[src/rtl/alu_operand_collector.sv]
// Operand staging in front of the ALU: gathers cmd plus up to two operands, waits a bounded
// number of ce-cycles for a missing operand, then offers one registered operation on valid/ready.
module alu_operand_collector #(
  parameter int WIDTH     = 8,
  parameter int CMD_WIDTH = 4,
  parameter int TIMEOUT   = 16
) (
  input  logic                 clk,
  input  logic                 rst,
  input  logic                 ce,
  input  logic                 mode,
  input  logic                 cin,
  input  logic [CMD_WIDTH-1:0] cmd,
  input  logic [1:0]           inp_valid,
  input  logic [WIDTH-1:0]     opa,
  input  logic [WIDTH-1:0]     opb,
  output logic                 in_ready,
  output logic                 out_valid,
  input  logic                 out_ready,
  output logic [WIDTH-1:0]     out_opa,
  output logic [WIDTH-1:0]     out_opb,
  output logic [CMD_WIDTH-1:0] out_cmd,
  output logic                 out_mode,
  output logic                 out_cin,
  output logic                 out_err
);

  localparam int CNT_W = $clog2(TIMEOUT);
  localparam logic [CNT_W-1:0] CNT_LAST = CNT_W'(TIMEOUT - 1);

  typedef enum logic [1:0] {IDLE, WAIT, ISSUE} state_t;

  state_t               state_q, state_d;
  logic [CNT_W-1:0]     cnt_q, cnt_d;
  logic [1:0]           got_q, got_d;
  logic [1:0]           need_q, need_d;
  logic [WIDTH-1:0]     opa_q, opa_d;
  logic [WIDTH-1:0]     opb_q, opb_d;
  logic [CMD_WIDTH-1:0] cmd_q, cmd_d;
  logic                 mode_q, mode_d;
  logic                 cin_q, cin_d;
  logic                 err_q, err_d;
  logic [1:0]           need_in;
  logic [1:0]           got_n;

  // need = {B, A}: which operands the command actually consumes
  function automatic logic [1:0] need_of(input logic [CMD_WIDTH-1:0] c, input logic m);
    need_of = 2'b11;
    if (m) begin
      if (c == CMD_WIDTH'(4) || c == CMD_WIDTH'(5))      need_of = 2'b01;
      else if (c == CMD_WIDTH'(6) || c == CMD_WIDTH'(7)) need_of = 2'b10;
    end else begin
      if (c == CMD_WIDTH'(6) || c == CMD_WIDTH'(8) || c == CMD_WIDTH'(9))         need_of = 2'b01;
      else if (c == CMD_WIDTH'(7) || c == CMD_WIDTH'(10) || c == CMD_WIDTH'(11)) need_of = 2'b10;
    end
  endfunction

  assign need_in = need_of(cmd, mode);
  assign got_n   = got_q | inp_valid;

  always_comb begin
    state_d = state_q;
    cnt_d   = cnt_q;
    got_d   = got_q;
    need_d  = need_q;
    opa_d   = opa_q;
    opb_d   = opb_q;
    cmd_d   = cmd_q;
    mode_d  = mode_q;
    cin_d   = cin_q;
    err_d   = err_q;
    case (state_q)
      IDLE: begin
        if (ce && inp_valid != 2'b00) begin
          cmd_d  = cmd;
          mode_d = mode;
          cin_d  = cin;
          need_d = need_in;
          got_d  = inp_valid;
          cnt_d  = '0;
          err_d  = 1'b0;
          if (inp_valid[0]) opa_d = opa;
          if (inp_valid[1]) opb_d = opb;
          state_d = ((inp_valid & need_in) == need_in) ? ISSUE : WAIT;
        end
      end
      WAIT: begin
        if (ce) begin
          if (inp_valid[0]) opa_d = opa;
          if (inp_valid[1]) opb_d = opb;
          got_d = got_n;
          // completion takes priority over a timeout landing on the same cycle
          if ((got_n & need_q) == need_q) begin
            state_d = ISSUE;
            err_d   = 1'b0;
          end else if (cnt_q == CNT_LAST) begin
            state_d = ISSUE;
            err_d   = 1'b1;
          end else begin
            cnt_d = cnt_q + 1'b1;
          end
        end
      end
      ISSUE: begin
        if (out_ready) begin
          state_d = IDLE;
          err_d   = 1'b0;
          got_d   = 2'b00;
          cnt_d   = '0;
        end
      end
      default: state_d = IDLE;
    endcase
  end

  always_ff @(posedge clk or posedge rst) begin
    if (rst) begin
      state_q <= IDLE;
      cnt_q   <= '0;
      got_q   <= 2'b00;
      need_q  <= 2'b00;
      opa_q   <= '0;
      opb_q   <= '0;
      cmd_q   <= '0;
      mode_q  <= 1'b0;
      cin_q   <= 1'b0;
      err_q   <= 1'b0;
    end else begin
      state_q <= state_d;
      cnt_q   <= cnt_d;
      got_q   <= got_d;
      need_q  <= need_d;
      opa_q   <= opa_d;
      opb_q   <= opb_d;
      cmd_q   <= cmd_d;
      mode_q  <= mode_d;
      cin_q   <= cin_d;
      err_q   <= err_d;
    end
  end

  assign out_valid = (state_q == ISSUE);
  assign in_ready  = (state_q != ISSUE);
  assign out_opa   = opa_q;
  assign out_opb   = opb_q;
  assign out_cmd   = cmd_q;
  assign out_mode  = mode_q;
  assign out_cin   = cin_q;
  assign out_err   = err_q;

endmodule

[config.mk]
export PLATFORM = sky130hd
export DESIGN_NAME = alu_operand_collector
export DESIGN_NICKNAME = d
export VERILOG_FILES = /design/src/rtl/alu_operand_collector.sv
export SDC_FILE = /design/constraint.sdc
export NUM_CORES = 1
export LEC_CHECK = 0
export BUFFER_PORTS_ARGS = -buffer_cell sky130_fd_sc_hd__buf_2
export CORE_MARGIN = 3
export CORE_UTILIZATION = 45
export DETAILED_ROUTE_END_ITERATION = 8
export PLACE_DENSITY = 0.73
export SYNTH_ARGS = -nofsm -noshare
export SYNTH_HDL_FRONTEND = slang
export SYNTH_SLANG_ARGS = --single-unit
[constraint.sdc]
create_clock -name clk -period 4.25 [get_ports clk]
set_input_delay 1.275 -clock clk [delete_from_list [all_inputs] [get_ports clk]]
set_output_delay 1.275 -clock clk [all_outputs]
set_load 0.02 [all_outputs]
* Word-level counts from Yosys, hierarchy flattened
Cells that the tools add are included.
** Cells by class
- Add/subtract/negate cells :: 1
- Multiplexer cells :: 35
- Bitwise gates (word level) :: 3
- Eq/ne operators :: 20
- Reduce and logical (&&, ||, !) cells :: 17
** Operators with widths (count)
- two-way mux 8 bit :: 6
- case mux 8 bit (2 select lines) :: 2
- two-way mux 2 bit :: 11
- equality test 4 bit (second input constant) :: 5
- two-way mux 4 bit :: 5
- equality test 4 x 3 -> 1 bit (second input constant) :: 4
- case mux 2 bit (3 select lines) :: 2
- case mux 4 bit (3 select lines) :: 1
- != test 2 bit (second input constant) :: 5
- AND reduction 4 bit :: 2
- two-way mux 1 bit :: 7
- logical OR 1 bit :: 6
- AND reduction 6 bit :: 1
- AND reduction 5 bit :: 1
- adder 4 x 1 -> 4 bit (second input constant) :: 1
- bitwise AND 2 bit :: 2
- equality test 2 bit :: 2
- nonzero test 2 bit :: 2
- != test 3 bit (second input constant) :: 1
- case mux 1 bit (3 select lines) :: 1
- AND reduction 3 bit :: 1
- nonzero test 3 bit :: 1
- equality test 2 x 1 -> 1 bit (second input constant) :: 1
- equality test 2 bit (second input constant) :: 1
- other kinds (5) :: 5
** Word-level totals
- Bits in registers :: 33
- Input bits :: 28
- Output and inout port bits :: 25

* Depth between registers and ports, before layout
Gate-level depths: netlist (run 1).
- Word-level depth :: 11
- Depth in mapped cells :: 7
- Depth with buffers taken out :: 7

* Worst setup path after synthesis (run 1)
No wires, ideal clock.
- Path type :: input -> register
- From :: input inp_valid[0]
- To :: register cnt_q[1]
- Stages :: 6
- Setup slack :: 1.858 ns
- Library setup time :: 0.127 ns
- Data arrival time :: 2.265 ns
- Path buffers :: 1
- Path through :: buf_4 o21ai_1 a221o_4 nor2_8 a21boi_2 o22ai_1
** On the way
- Longest elaborated chain between the ends :: 5
- Elaborated cells between the ends (all ways) :: 8
** RTL lines
- start, declared :: line 14 : input logic [1:0] inp_valid,
- bitwise OR 2 bit :: line 59 : assign got_n = got_q | inp_valid;
- bitwise AND 2 bit :: line 93 : if ((got_n & need_q) == need_q) begin
- equality test 2 bit :: line 93
- != test 2 bit (no line)
- AND reduction 6 bit (no line) *
- end signal, assigned :: line 130 : cnt_q <= cnt_d;
- end, declared :: line 34 : logic [CNT_W-1:0] cnt_q, cnt_d;
Every way passes the cells marked *; elsewhere a longest branch is shown, timed or not.
A chain may end at the register's enable or synchronous reset.

* Worst setup path after layout (run 1)
- From :: register state_q[0]
- To :: output in_ready
** On the way
- Longest elaborated chain between the ends :: 1
** RTL lines
- start, declared :: line 33 : state_t state_q, state_d;
- start signal, assigned :: line 129 : state_q <= state_d;
- != test 2 bit :: line 143 : assign in_ready = (state_q != ISSUE);
- end, declared :: line 17 : output logic in_ready,
No other way between the ends.

==> results of run 1 <==
[registers in the layout, indices dropped and copies added, names as in the netlist]
name / count
out_cin: 1
got_q: 2
cnt_q: 4
state_q: 2
need_q: 2
out_cmd: 4
out_err: 1
out_mode: 1
out_opb: 8
out_opa: 8
[synth_stat cells, types with 2 or more instances]
master    number
o21ai_0        6
nor2_1         7
dfrtp_1       33
nand2_1        9
a21oi_1        8
buf_4          2
ha_1           5
mux2_2        22
nand2b_1       2
inv_1          9
nand4_1        3
[power by group through the flow]
| stage | Sequential, uW | Clock [uW] | Combinational [uW] |
|---|---|---|---|
| after floorplan | 660 | 0 | 366 |
| after global placement | 525 | 0 | 678 |
| after detailed placement | 534 | 0 | 697 |
| after CTS | 530 | 260 | 698 |
| after global routing | 549 | 276 | 746 |
| final | 529 | 255 | 690 |
[metrics by stage]
step	worst slack (ns)	util [%]	cells	hold slack [ns]	cell area [um2]
finish	1.74	61.7	232	0.504	1960
floorplan	1.86	-	130	0.450	1570
global route	1.65	61.7	232	0.532	1960
CTS	1.71	61.7	232	0.512	1960
detailed placement	1.71	58.9	224	0.485	1870
global placement	1.76	58.9	224	0.463	1870
[worst max-delay path by stage]
stage / start / endpoint / slack, ns / depth (start not counted)
final: state_q[0] / in_ready / 1.74 / 4
after global routing: state_q[0] / in_ready / 1.65 / 4
after CTS: state_q[0] / in_ready / 1.71 / 4
after detailed placement: cmd[2] / state_q[0] / 1.71 / 6
after global placement: cmd[2] / state_q[0] / 1.76 / 6
after floorplan: inp_valid[0] / cnt_q[1] / 1.86 / 6
[worst max-delay path: stages, from the launching register on]
cell,delay (ns)
dfrtp_1,0.41
inv_1,0.11
ha_1,0.18
inv_1,0.05
buf_2,0.15
[metal layers]
metal  share of wire, %  GRT usage (%)  vias up
met5                  0              0        -
met4                1.8           8.03        0
met3                6.3           3.64        7
met2                 49           28.7       48
met1                 43           21.6      559
li1                   -              -      581
[cells by family (layout without fill, tap and decap cells)]
kind of cell	count (synthesis)	in the layout	synth area share, %
and+or+nand+nor	28	28	9.57
muxes	23	23	16.4
adders and majority gates	5	5	3.99
buffers and inverters	13	71	3.67
DFF	33	33	52.6
AOI/OAI and AO/OA	28	28	13.7
[cell usage in the layout, fill, tap and decap left out, types with 3 or more instances in the layout]
cell      count
buf_2        52
dfrtp_1      33
mux2_2       22
nand2_1       9
inv_1         9
a21oi_1       8
nor2_1        7
o21ai_0       6
ha_1          5
clkbuf_4      5
nand4_1       3
[final cells by class]
type	count	area (um2)	area share (%)
tap	44	55.1	2.81
inverter	10	37.5	1.91
clock inverter	2	37.5	1.91
sequential	33	826	42.1
clock buffer	6	51.3	2.62
timing repair buffer	53	268	13.7
multi-input combinational	84	686	35.0
==> flow_metrics.tcl, run 1 <==
set metrics [dict create \
    status "complete, no violations" \
    synth_top_area_share_pct 52.6 \
    synthArstFlopShare_pct 100 \
    grt_max_degree 34 \
    setup-tns-final_ns 0 \
    grt_pass1_wl_um 5620 \
    clkSinkCount 33 \
    crit_path_end_kind "output pin" \
    setup_viol 0 \
    die_height_um 65.1 \
    cts_setup_buffers 0 \
    p_sw_uw 592 \
    cts.hold.buffers_added 0 \
    power_uw 1470 \
    drive_above_1_share_pct 47.3 \
    drv_slew 0 \
    r2r_end "out_opa[4]" \
    gp_congestion 0.834 \
    insertion_delay_ns 0.34 \
    hold_viol 0 \
    area_growth_syn_to_layout_pct 25.0 \
    routedWlPerCell_um 14.1 \
    finClkSkew_ns 0.0113 \
    path_max_fanout 3 \
    worst_slew_pin_slew_ns 0.537 \
    cts_buffers 5 \
    vias 1195 \
    dieArea_um2 4230 \
    worstHoldPathCells 2 \
    r2r_slack_ns 2.34 \
    crit_arrival_ns 1.23 \
    ir_drop_mv 0.443 \
    rows 20 \
    synth_edf_count 0 \
    hp-start "out_cmd[3]" \
    antenna_found_initial 0 \
    firstDrtPassIters 4 \
    fillers 267 \
    start_kind "register" \
    min_period_ns 2.51 \
    syn_inst 130 \
    fmax_mhz 399 \
    drcViolationCount 0 \
    maxCapViolations 0 \
    diodes 0 \
    synth_fp_nets 163 \
    relSlewSlack_pct 64.1 \
    drtIter0Drc 46 \
    core_region_area_um2 3180 \
    io_pins 53 \
    final.period_utilization_pct 59.0 \
    synth_ff_type "dfrtp_1" \
    track_usage_pct 17.3 \
    syn_area_per_cell_um2 12.1 \
    pwr-share-clk_pct 17.3 \
    cts_resized 0 \
    path_clk_slew_ns 0.11 \
    ys_seq_elements 33 \
    overflow 0 \
    p_leak_uw 0.000940 \
    r2r_cells 6 \
    ys_top_cells_by_area "dfrtp_1 53%, mux2_2 16%, ha_1 4.0%" \
    hold_path_class "register to register" \
    switching_share_pct 40.2 \
    yosysTopAreaCell "dfrtp_1" \
    nets 220 \
    netlist_area_um2 1570 \
    drt_wl_total_um 3260 \
    internal_power_uw 882 \
    dp_hpwl_um 2430 \
    ant_nets 0 \
    cp_data_required_time_ns 2.97 \
    yosysSeqAreaShare_pct 52.6 \
    cts-root-buf "clkbuf_4" \
    power_frac_comb_pct 46.8 \
    holdPathEnd "out_cmd[3]" \
    ys_warn_count 0 \
    r2r-start "state_q[1]" \
    p_seq_share_pct 35.9 \
    numPortBuffers 52 \
    cts_tree "built" \
    h-tree-depth 2 \
    die_width_um 65.1 \
    viasPerCell 5.15 \
    ys_types 35 \
    clk_path_buf_depth 2 \
    rsz0062_at_grt "no" \
    worstSetupPathType "register to output pin" \
    p_per_area_nw_per_um2 752 \
    grt_pass1_vias 1234 \
    start_util_pct 49.4 \
]
(Power assumes the default switching activity.)
==> run 2, diff against run 1 <==
--- a/config.mk
+++ b/config.mk
@@ -7,9 +7,9 @@
 export LEC_CHECK = 0
 export BUFFER_PORTS_ARGS = -buffer_cell sky130_fd_sc_hd__buf_2
 export CORE_MARGIN = 3
-export CORE_UTILIZATION = 45
+export CORE_UTILIZATION = 44
 export DETAILED_ROUTE_END_ITERATION = 8
-export PLACE_DENSITY = 0.73
+export PLACE_DENSITY = 0.74
 export SYNTH_ARGS = -nofsm -noshare
 export SYNTH_HDL_FRONTEND = slang
 export SYNTH_SLANG_ARGS = --single-unit
==> constraint.sdc (replaced) <==
create_clock -name clk -period 2.2 [get_ports clk]
set_input_delay 0.66 -clock clk [delete_from_list [all_inputs] [get_ports clk]]
set_output_delay 0.66 -clock clk [all_outputs]
set_load 0.02 [all_outputs]
==> flow_metrics.tcl, run 2 (synthesized netlist as in run 1, its figures left out) <==
set metrics [dict create \
    status "complete, no violations" \
    hold_path_class "input pin to asynchronous set/reset pin" \
    pre_cts_ws_ns 0.280 \
    area_growth_syn_to_layout_pct 23.2 \
    core_region_area_um2 3390 \
    min_period_ns 1.91 \
    drv_slew 0 \
    ir_drop_mv 0.687 \
    power_uw 2700 \
    die_width_um 65.7 \
    r2r-start "state_q[1]" \
    h-tree-depth 2 \
    setup_ws_ns 0.294 \
    cp_data_required_time_ns 2.42 \
    io_pins 53 \
    cts_tree "built" \
    r2r_end "out_opa[5]" \
    start_kind "register" \
    cts_buffers 5 \
    numPortBuffers 52 \
    fmax_mhz 525 \
    final_common_cell "buf_2" \
    hold_viol 0 \
    cts-root-buf "clkbuf_4" \
    rsz0062_at_grt "no" \
    start_util_pct 46.3 \
    setup-tns-final_ns 0 \
    final.period_utilization_pct 86.7 \
    path_max_fanout 11 \
    path_clk_slew_ns 0.10 \
    routedWlPerCell_um 13.9 \
    p_per_area_nw_per_um2 1400 \
    worst_slew_pin_slew_ns 0.491 \
    mostFrequentLayoutCells "52 x buf_2, 33 x dfrtp_1, 22 x mux2_2, 9 x nand2_1, 9 x inv_1" \
    p_leak_uw 0.000926 \
    drt_wl_total_um 3230 \
    clk_path_buf_depth 2 \
    clkSinkCount 33 \
    viasPerCell 5.12 \
    finClkSkew_ns 0.00907 \
    insertion_delay_ns 0.33 \
    overflow 0 \
    worstSetupPathType "register to register" \
    cts.hold.buffers_added 0 \
    rows 21 \
    post-route-util_pct 57.0 \
    cts_setup_buffers 0 \
    antenna_found_initial 0 \
    drive_above_1_share_pct 47.1 \
    crit_path_end_kind "register" \
    ant_nets 0 \
    setup_viol 0 \
    cts_resized 0 \
    fillers 279 \
    r2r_cells 6 \
    relSlewSlack_pct 67.2 \
    dp_hpwl_um 2460 \
    die_height_um 65.7 \
    dieArea_um2 4320 \
    drtIter0Drc 30 \
    diodes 0 \
    holdWs_ns 0.399 \
    vias 1194 \
    maxCapViolations 0 \
    crit_arrival_ns 2.13 \
    grt_pass1_vias 1251 \
    track_usage_pct 17.1 \
    nets 220 \
    grt_max_degree 34 \
    drcViolationCount 0 \
    grt_pass1_wl_um 5600 \
    gp_congestion 0.846 \
    firstDrtPassIters 4 \
    r2r_slack_ns 0.29 \
]
-- run 2: where the power goes --
| part | total, uW | internal [uW] | switching [uW] |
|---|---|---|---|
| Sequential | 1020 | 877 | 143 |
| Clock | 348 | 149 | 198 |
| Combinational | 1330 | 558 | 776 |
-- run 2: cell type report --
cell class	instances	area, um2	area share (%)
flip-flops and latches	33	826	42.7
multi-input cells	84	686	35.5
repair buffers	53	268	13.9
well taps	46	57.6	2.98
clock buffers	6	51.3	2.65
inverters	10	37.5	1.94
clock inverters	1	7.51	0.388
-- run 2: how the worst max path moves through the flow --
stage / start / endpoint / slack, ns / cells past startpoint
after CTS: state_q[1] / out_opa[5] / 0.29 / 6
after detailed placement: cmd[2] / state_q[0] / 0.28 / 6
after global routing: state_q[1] / out_opa[7] / 0.15 / 6
after global placement: cmd[2] / state_q[0] / 0.33 / 6
after floorplan: inp_valid[0] / cnt_q[1] / 0.42 / 6
final: state_q[1] / out_opa[5] / 0.29 / 6
-- run 2: critical path: stages, from the launching register on --
cell     delay (ns)
dfrtp_1        0.43
inv_1          0.09
ha_1           0.44
nor2_1         0.10
nor2_1         0.14
nand2_1        0.24
mux2_2         0.36
-- run 2: per-layer routing --
layer	global-route usage [%]	wire length, um	vias to the layer above
li1	-	-	578
met1	21.1	1340	562
met2	27.2	1620	46
met3	5.30	206	8
met4	8.29	70	0
met5	0	0	-
-- run 2: metrics by stage --
stage	instances	cell area, um2
after detailed placement	226	1870
after CTS	233	1930
after floorplan	130	1570
after global placement	226	1870
after global routing	233	1930
final	233	1930
==> run 3, diff against run 2 <==
--- a/config.mk
+++ b/config.mk
@@ -7,9 +7,9 @@
 export LEC_CHECK = 0
 export BUFFER_PORTS_ARGS = -buffer_cell sky130_fd_sc_hd__buf_2
 export CORE_MARGIN = 3
-export CORE_UTILIZATION = 44
+export CORE_UTILIZATION = 45
 export DETAILED_ROUTE_END_ITERATION = 8
-export PLACE_DENSITY = 0.74
+export PLACE_DENSITY = 0.73
 export SYNTH_ARGS = -nofsm -noshare
 export SYNTH_HDL_FRONTEND = slang
 export SYNTH_SLANG_ARGS = --single-unit
==> constraint.sdc (replaced) <==
create_clock -name clk -period 2.4 [get_ports clk]
set_input_delay 0.72 -clock clk [delete_from_list [all_inputs] [get_ports clk]]
set_output_delay 0.72 -clock clk [all_outputs]
set_load 0.02 [all_outputs]
==> flow_metrics.tcl, run 3 (synthesized netlist as in run 1, its figures left out) <==
set metrics [dict create \
    status "complete, no violations" \
    start_util_pct 49.4 \
    grt_pass1_vias 1149 \
    crit_path_end_kind "output pin" \
    antenna_found_initial 0 \
    finClkSkew_ns 0.000924 \
    cts_resized 0 \
    diodes 0 \
    cts.hold.buffers_added 0 \
    viasPerCell 5.00 \
    fillers 264 \
    p_leak_uw 0.000927 \
    insertion_delay_ns 0.32 \
    internal_power_uw 1450 \
    routedWlPerCell_um 13.0 \
    drv_slew 0 \
    p_sw_uw 1010 \
    cts_setup_buffers 0 \
    grt_pass1_wl_um 5090 \
    vias 1156 \
    grt_max_degree 34 \
    hold_path_class "input pin to asynchronous set/reset pin" \
    nets 220 \
    clkSinkCount 33 \
    cts_tree "built" \
    die_width_um 65.1 \
    power_frac_comb_pct 49.6 \
    fmax_mhz 515 \
    overflow 0 \
    worstSetupPathType "register to output pin" \
    setup_viol 0 \
    pre_cts_ws_ns 0.422 \
    relSlewSlack_pct 67.2 \
    ir_drop_mv 0.633 \
    ant_nets 0 \
    p_per_area_nw_per_um2 1280 \
    area_growth_syn_to_layout_pct 22.8 \
    rows 20 \
    drcViolationCount 0 \
    drive_above_1_share_pct 46.5 \
    maxCapViolations 0 \
    rsz0062_at_grt "no" \
    pwr-share-clk_pct 12.6 \
    cp_data_required_time_ns 1.68 \
    drtIter0Drc 28 \
    p_seq_share_pct 37.8 \
    gp_congestion 0.825 \
    track_usage_pct 15.8 \
    mostFrequentLayoutCells "52 x buf_2, 33 x dfrtp_1, 22 x mux2_2, 9 x nand2_1, 9 x inv_1" \
    clk_path_buf_depth 2 \
    hold_viol 0 \
    io_pins 53 \
    dieArea_um2 4230 \
    cts-root-buf "clkbuf_4" \
    setup-tns-final_ns 0 \
    setup_ws_ns 0.459 \
    switching_share_pct 41.0 \
    path_max_fanout 3 \
    busiest_layer "met2" \
    core_region_area_um2 3180 \
    met1_usage_pct 18.7 \
    firstDrtPassIters 4 \
    numPortBuffers 52 \
    final_common_cell "buf_2" \
    grt_use_met3_pct 5.72 \
    dp_hpwl_um 2310 \
    start_kind "register" \
    grtUsageMet2_pct 25.7 \
    final.period_utilization_pct 80.9 \
    crit_arrival_ns 1.22 \
    drt_wl_total_um 3010 \
    worst_slew_pin_slew_ns 0.490 \
    h-tree-depth 2 \
    path_clk_slew_ns 0.09 \
    min_period_ns 1.94 \
    cts_buffers 5 \
    die_height_um 65.1 \
]
[run 3: cell types whose count changed in the layout (fill, tap and decap cells not counted)]
cell        delta
clkinvlp_4     -1
clkbuf_1       +1
[run 3: final timing paths]
path / endpoint / slack (ns) / start / cells past startpoint
worst max register to register: cnt_q[0] / 0.50 / state_q[1] / 6
worst min register to register: out_cmd[3] / 0.49 / out_cmd[3] / 2
worst max-delay path: in_ready / 0.46 / state_q[0] / 4
worst min-delay path: out_opa[5] / 0.47 / rst / 3
max in group asynchronous: out_cin / 1.63 / rst / 3
min in group clk: out_cmd[3] / 0.49 / out_cmd[3] / 2
[run 3: per-layer routing]
| layer | wire length (um) | part of all wire [%] | vias to the layer above |
|---|---|---|---|
| met5 | 0 | 0 | - |
| met4 | 53 | 1.8 | 0 |
| met3 | 225 | 7.5 | 5 |
| met2 | 1390 | 46 | 43 |
| met1 | 1350 | 45 | 534 |
| li1 | - | - | 574 |
[run 3: cell type report]
cell class | count | area [um2] | area share, %
clock buffer | 7 | 55.1 | 2.86
inverter | 10 | 37.5 | 1.95
multi-input combinational | 84 | 686 | 35.6
sequential | 33 | 826 | 42.9
tap | 44 | 55.1 | 2.86
timing repair buffer | 53 | 268 | 13.9
[run 3: power by group through the flow]
| stage | combinational [uW] | clock (uW) | sequential, uW |
|---|---|---|---|
| CTS | 1230 | 323 | 933 |
| global route | 1330 | 347 | 965 |
| global placement | 1200 | 0 | 929 |
| detailed placement | 1230 | 0 | 940 |
| finish | 1220 | 309 | 931 |
| floorplan | 649 | 0 | 1170 |
[run 3: through the flow]
stage               utilization [%]  power [uW]  instances  instance area [um2]  hold slack (ns)
floorplan                         -        1820        130                 1570            0.450
global placement               58.9        2130        224                 1870            0.463
detailed placement             58.9        2170        224                 1870            0.480
CTS                            60.6        2490        231                 1930            0.470
global route                   60.6        2640        231                 1930            0.488
finish                         60.6        2460        231                 1930            0.469
[run 3: critical path, stage by stage, from the launching register on]
cell	delay, ns
dfrtp_1	0.39
inv_1	0.09
ha_1	0.22
inv_1	0.05
buf_2	0.15
